===== src/rtl/l_arb_pkg.sv =====
`default_nettype none
// ============================================================================
// l_arb_pkg : shared types and defaults for the L-function arbiter
// Revision  : 1.0
// ============================================================================
package l_arb_pkg;

   localparam int K_DEF       = 128;
   localparam int N_DEF       = 32;
   localparam int REQ_DEF     = 4;
   localparam int TIMEOUT_DEF = 4096;
   localparam int ID_W_DEF    = $clog2(REQ_DEF);

   typedef enum logic [2:0] {
      ST_IDLE  = 3'd0,
      ST_START = 3'd1,
      ST_LOAD  = 3'd2,
      ST_WAIT  = 3'd3,
      ST_RESP  = 3'd4
   } l_arb_state_e;

   typedef struct packed {
      logic [ID_W_DEF-1:0] id;
      logic [K_DEF-1:0]    data;
      logic                err;
   } rsp_t;

endpackage
`default_nettype wire


===== src/rtl/rr_arbiter.sv =====
`default_nettype none
// ============================================================================
// rr_arbiter : combinational round-robin grant searching upward from ptr_i
// Revision   : 1.0
// ============================================================================
module rr_arbiter #(
   parameter  int REQ = 4,
   localparam int PW  = (REQ > 1) ? $clog2(REQ) : 1
) (
   input  logic [REQ-1:0] req_i,
   input  logic [PW-1:0]  ptr_i,
   output logic [REQ-1:0] grant_o,
   output logic [PW-1:0]  grant_idx_o,
   output logic           grant_valid_o,
   output logic [PW-1:0]  ptr_next_o
);

   // ptr_i is always < REQ, so a single subtraction wraps the search index.
   function automatic logic [PW-1:0] wrap_idx(input logic [PW-1:0] base, input int offs);
      int sum;
      sum = int'(base) + offs;
      if (sum >= REQ) sum = sum - REQ;
      return PW'(sum);
   endfunction

   always_comb begin
      grant_o       = '0;
      grant_idx_o   = '0;
      grant_valid_o = 1'b0;
      for (int k = 0; k < REQ; k++) begin
         if (!grant_valid_o && req_i[wrap_idx(ptr_i, k)]) begin
            grant_o[wrap_idx(ptr_i, k)] = 1'b1;
            grant_idx_o                 = wrap_idx(ptr_i, k);
            grant_valid_o               = 1'b1;
         end
      end
   end

   assign ptr_next_o = (grant_idx_o == PW'(REQ - 1)) ? '0 : grant_idx_o + 1'b1;

endmodule
`default_nettype wire


===== src/rtl/l_func_arbiter.sv =====
`default_nettype none
// ============================================================================
// l_func_arbiter : round-robin sharing of one L-function unit among REQ lanes
// Revision       : 1.0
// ============================================================================
module l_func_arbiter
   import l_arb_pkg::*;
#(
   parameter  int K       = K_DEF,
   parameter  int N       = N_DEF,
   parameter  int REQ     = REQ_DEF,
   parameter  int TIMEOUT = TIMEOUT_DEF,
   localparam int ID_W    = (REQ > 1) ? $clog2(REQ) : 1
) (
   input  logic             clk,
   input  logic             rst_n,
   input  logic [REQ-1:0]   req_valid_i,
   input  logic [REQ*K-1:0] req_x_i,
   output logic [REQ-1:0]   req_ready_o,
   output logic             rsp_valid_o,
   input  logic             rsp_ready_i,
   output logic [ID_W-1:0]  rsp_id_o,
   output logic [K-1:0]     rsp_data_o,
   output logic             rsp_err_o,
   output logic             busy_o,
   output logic             l_task_start_o,
   output logic [K-1:0]     l_x_o,
   output logic             l_x_valid_o,
   input  logic [K-1:0]     l_out_i,
   input  logic             l_out_valid_i
);

   localparam int              WD_W    = (TIMEOUT > 2) ? $clog2(TIMEOUT) : 1;
   localparam logic [WD_W-1:0] WD_LAST = WD_W'(TIMEOUT - 1);

   if (REQ < 2 || N < 1 || TIMEOUT < 2) begin : g_bad_params
      $error("l_func_arbiter: REQ must be >= 2, N >= 1 and TIMEOUT >= 2");
   end

   l_arb_state_e    state_q, state_d;
   logic [ID_W-1:0] rr_ptr_q, rr_ptr_d;
   logic [WD_W-1:0] wd_q, wd_d;
   logic [K-1:0]    op_q, op_d;
   logic [ID_W-1:0] id_q, id_d;
   logic            task_start_q, task_start_d;
   logic            lxv_q, lxv_d;
   logic [K-1:0]    lx_q, lx_d;
   logic            rsp_valid_q, rsp_valid_d;
   logic [ID_W-1:0] rsp_id_q, rsp_id_d;
   logic [K-1:0]    rsp_data_q, rsp_data_d;
   logic            rsp_err_q, rsp_err_d;
   logic            busy_q, busy_d;

   logic [REQ-1:0]  w_grant;
   logic [ID_W-1:0] w_gnt_idx;
   logic            w_gnt_valid;
   logic [ID_W-1:0] w_ptr_next;

   rr_arbiter #(.REQ(REQ)) u_rr (
      .req_i         (req_valid_i),
      .ptr_i         (rr_ptr_q),
      .grant_o       (w_grant),
      .grant_idx_o   (w_gnt_idx),
      .grant_valid_o (w_gnt_valid),
      .ptr_next_o    (w_ptr_next)
   );

   // The grant is only offered in IDLE, so every offered grant is accepted.
   assign req_ready_o = (state_q == ST_IDLE) ? w_grant : '0;

   always_comb begin
      state_d      = state_q;
      rr_ptr_d     = rr_ptr_q;
      wd_d         = wd_q;
      op_d         = op_q;
      id_d         = id_q;
      task_start_d = 1'b0;
      lxv_d        = 1'b0;
      lx_d         = lx_q;
      rsp_valid_d  = rsp_valid_q;
      rsp_id_d     = rsp_id_q;
      rsp_data_d   = rsp_data_q;
      rsp_err_d    = rsp_err_q;
      case (state_q)
         ST_IDLE: begin
            if (w_gnt_valid) begin
               op_d         = req_x_i[int'(w_gnt_idx)*K +: K];
               id_d         = w_gnt_idx;
               rr_ptr_d     = w_ptr_next;
               task_start_d = 1'b1;
               state_d      = ST_START;
            end
         end
         ST_START: begin
            lxv_d   = 1'b1;
            lx_d    = op_q;
            state_d = ST_LOAD;
         end
         ST_LOAD: begin
            wd_d    = '0;
            state_d = ST_WAIT;
         end
         ST_WAIT: begin
            // A result arriving on the expiry cycle takes priority over the error.
            if (l_out_valid_i) begin
               rsp_valid_d = 1'b1;
               rsp_id_d    = id_q;
               rsp_data_d  = l_out_i;
               rsp_err_d   = 1'b0;
               state_d     = ST_RESP;
            end else if (wd_q == WD_LAST) begin
               rsp_valid_d = 1'b1;
               rsp_id_d    = id_q;
               rsp_data_d  = '0;
               rsp_err_d   = 1'b1;
               state_d     = ST_RESP;
            end else begin
               wd_d = wd_q + 1'b1;
            end
         end
         ST_RESP: begin
            if (rsp_ready_i) begin
               rsp_valid_d = 1'b0;
               state_d     = ST_IDLE;
            end
         end
         default: state_d = ST_IDLE;
      endcase
      busy_d = (state_d != ST_IDLE);
   end

   always_ff @(posedge clk or negedge rst_n) begin
      if (!rst_n) begin
         state_q      <= ST_IDLE;
         rr_ptr_q     <= '0;
         wd_q         <= '0;
         op_q         <= '0;
         id_q         <= '0;
         task_start_q <= 1'b0;
         lxv_q        <= 1'b0;
         lx_q         <= '0;
         rsp_valid_q  <= 1'b0;
         rsp_id_q     <= '0;
         rsp_data_q   <= '0;
         rsp_err_q    <= 1'b0;
         busy_q       <= 1'b0;
      end else begin
         state_q      <= state_d;
         rr_ptr_q     <= rr_ptr_d;
         wd_q         <= wd_d;
         op_q         <= op_d;
         id_q         <= id_d;
         task_start_q <= task_start_d;
         lxv_q        <= lxv_d;
         lx_q         <= lx_d;
         rsp_valid_q  <= rsp_valid_d;
         rsp_id_q     <= rsp_id_d;
         rsp_data_q   <= rsp_data_d;
         rsp_err_q    <= rsp_err_d;
         busy_q       <= busy_d;
      end
   end

   assign rsp_valid_o    = rsp_valid_q;
   assign rsp_id_o       = rsp_id_q;
   assign rsp_data_o     = rsp_data_q;
   assign rsp_err_o      = rsp_err_q;
   assign busy_o         = busy_q;
   assign l_task_start_o = task_start_q;
   assign l_x_o          = lx_q;
   assign l_x_valid_o    = lxv_q;

endmodule
`default_nettype wire


===== config.mk =====
export PLATFORM = sky130hd
export DESIGN_NAME = l_func_arbiter
export DESIGN_NICKNAME = d
export VERILOG_FILES = /design/src/rtl/l_arb_pkg.sv /design/src/rtl/rr_arbiter.sv /design/src/rtl/l_func_arbiter.sv
export SDC_FILE = /design/constraint.sdc
export NUM_CORES = 1
export LEC_CHECK = 0
export BUFFER_PORTS_ARGS = -buffer_cell sky130_fd_sc_hd__buf_2
export CORE_AREA = 2 2 356 358
export CTS_CLUSTER_DIAMETER = 200
export DETAILED_ROUTE_END_ITERATION = 8
export DIE_AREA = 0 0 358 360
export GPL_ROUTABILITY_DRIVEN = 0
export PLACE_DENSITY_LB_ADDON = 0.15
export SETUP_SLACK_MARGIN = 0.4
export SYNTH_ARGS = -nofsm -noshare
export SYNTH_HDL_FRONTEND = slang
export SYNTH_SLANG_ARGS = --single-unit
export TNS_END_PERCENT = 5

===== constraint.sdc =====
create_clock -name clk -period 6.87 [get_ports clk]
set_input_delay 1.0305 -clock clk [delete_from_list [all_inputs] [get_ports clk]]
set_output_delay 1.0305 -clock clk [all_outputs]
set_load 0.1 [all_outputs]

==> results_dict.tcl <==
set metrics [dict create \
    dr.pass1.iters 6 \
    cts-root-buf "clkbuf_16" \
    io_buffer_count 914 \
    crit_type "reg2out" \
    cap_violations 0 \
    slew_headroom_pct 28.1 \
    place_hpwl_um 67900 \
    syn_to_final_growth_pct 39.3 \
    cts.sinks 410 \
    hp-class "reg2reg" \
    synth-seq-cells 410 \
    synthAdderAreaFrac_pct 0.571 \
    yosys.area_share.xor_xnor_pct 0.488 \
    synthDistinctLibCells 48 \
    drc 0 \
    finalMaxSlewViolations 0 \
    vias_per_cell 3.94 \
    synthMuxAreaShare_pct 21.1 \
    layout.nets 2974 \
    tightest_slew_ns 1.08 \
    htreeDepth 2 \
    wirelength_um 87600 \
    postCtsHoldBufs 0 \
    grt_pass1_vias 17277 \
    ctsResizeCount 0 \
    avgSynthCellArea_um2 13.7 \
    die_w_um 358 \
    yosys.area_share.simple_pct 4.18 \
    core_um2 125000 \
    mostFrequentLayoutCells "buf_2, dfrtp_1, mux2i_1" \
    synth-edff-count 0 \
    rsz0062_at_grt "no" \
    ys_seq_area_share_pct 52.0 \
    final_antenna_net_count 0 \
    arrival_ns 3.59 \
    pin_count 915 \
    clock-skew-final_ns 0.0175 \
    setup_tns_ns 0 \
    rows 130 \
    clockBufferDepth 3 \
    vias 15842 \
    grt_max_degree 145 \
    grt_antenna_before_repair 51 \
    synthArstFlopShare_pct 100 \
    hold_viol 0 \
    cts_setup_buffers 0 \
    final_common_cell "buf_2" \
    synth_top_family_by_area "multiplexers" \
    numCtsBuffers 54 \
    reg2reg_slack_ns 2.54 \
    crit_path_end_kind "primary output" \
    netlist_instances 1441 \
    start_util_pct 15.8 \
    layout_min_cycle_time_ns 4.62 \
    cts_tree "done" \
    syn_nets 2098 \
    overflow 0 \
    max_stage_delay_ns 0.70 \
    synth_top_flop_cell "dfrtp_1" \
    crit_path_cell_trace "inv_2 -> ha_1 -> mux4_2 -> nor3_2 -> and2_1 -> a221oi_1 -> nor2_1 -> buf_2" \
    setup_viol 0 \
    syn_area_um2 19700 \
    status "completed" \
    path_clk_slew_ns 0.06 \
    worstSkewPairLatency_ns 0.62 \
    cpMaxStageDelayCell "dfrtp_1" \
    period_share_pct 67.3 \
    synth_compound_area_share_pct 16.2 \
    layout-drive-gt1-share_pct 54.7 \
    max_freq_ghz 0.216 \
    start_kind "register" \
    first_iter_violations 617 \
    grt_pass1_wl_um 122000 \
    die-area_um2 129000 \
    ys_warn_count 0 \
    avgRoutedWirePerCell_um 21.8 \
    grt_use_total_pct 13.0 \
    fp.dieH_um 360 \
    cp.required_ns 5.84 \
    cp_max_fo 14 \
]
-- layer usage --
metal,GRT usage [%],wire length [um]
met1,13.5,31600
met3,4.48,7370
met4,5.54,3950
met5,0,345
met2,23.5,44300
-- stage by stage --
| step | std cells | worst slack [ns] | cell area (um^2) | hold WS (ns) | utilization [%] |
|---|---|---|---|---|---|
| floorplan | 1441 | 2.34 | 19700 | 0.440 | - |
| global placement | 3911 | 2.50 | 25700 | 0.454 | 20.6 |
| detailed placement | 3911 | 2.42 | 25700 | 0.460 | 20.6 |
| CTS | 4008 | 2.15 | 27400 | 0.472 | 22.0 |
| global route | 4013 | 1.98 | 27500 | 0.497 | 22.0 |
| finish | 4021 | 2.25 | 27500 | 0.472 | 22.0 |
-- sequential cells by signal, indices dropped and copies added, names as in the netlist, named ones only --
signal          flops
busy_o              1
op_q              128
l_x_o             128
rsp_id_o            2
rsp_valid_o         1
rr_ptr_q            1
l_task_start_o      1
l_x_valid_o         1
rsp_err_o           1
rsp_data_o        128
state_q             3
id_q                2
wd_q               12
-- final timing paths --
path / from / endpoint / cells after the start
max: register / req_ready_o[3] / 8
min: id_q[1] / id_q[1] / 2
max reg2reg: register / op_q[17] / 9
min reg2reg: id_q[1] / id_q[1] / 2
max in group asynchronous: rst_n / op_q[103] / 2
min in group asynchronous: rst_n / rsp_data_o[117] / 1
-- cell type report --
class	count	area, um^2
tap	1650	2060
antenna	13	32.5
fill	13559	97400
clock inverter	15	115
timing repair buffer	942	4890
multi-input combinational	896	8440
inverter	13	48.8
sequential	410	10300
clock buffer	82	1620
-- cells in the mapped netlist (4+ instances only) --
cell type  instances  area share [%]
o221ai_2         119             9.1
buf_6              6            0.34
a22oi_1            6            0.23
mux2_2           129             7.4
inv_1             11            0.21
ha_1               9            0.57
dfrtp_1          410              52
a221oi_1           7            0.31
o21ai_0            4            0.10
o221ai_1           9            0.40
nand3_1            5            0.13
xnor2_1           10            0.44
nor4_1             5            0.16
nor2_1            25            0.48
clkbuf_1          56             1.1
a21oi_1            4            0.10
nor3_1             4            0.10
clkbuf_4           4            0.15
a22o_1           128             5.7
buf_2              5            0.13
buf_4             23            0.88
nand2_1          141             2.7
buf_12            23             2.3
mux2i_1          259              13
-- critical path, delay by kind of cell (launching register included) --
kind,cells,cell delay [ns]
flip-flops,1,0.70
buffers and inverters,2,0.65
AND/OR/NAND/NOR,3,0.64
multiplexers,1,0.45
adder cells (fa/ha/maj),1,0.43
AO/OA/AOI/OAI,1,0.11
-- logic make-up (layout without fill, tap and decap cells) --
group,after synthesis,count (layout)
AO/OA/AOI/OAI,285,285
flip-flops,410,410
multiplexers,394,394
other,0,13
buffers and inverters,135,1052
AND/OR/NAND/NOR,197,197
adder cells (fa/ha/maj),9,9
XOR/XNOR,11,11
Power is left out: the tool's default activity adds up to more than one toggle a clock period on the data nets, which glitch-free logic cannot reach.
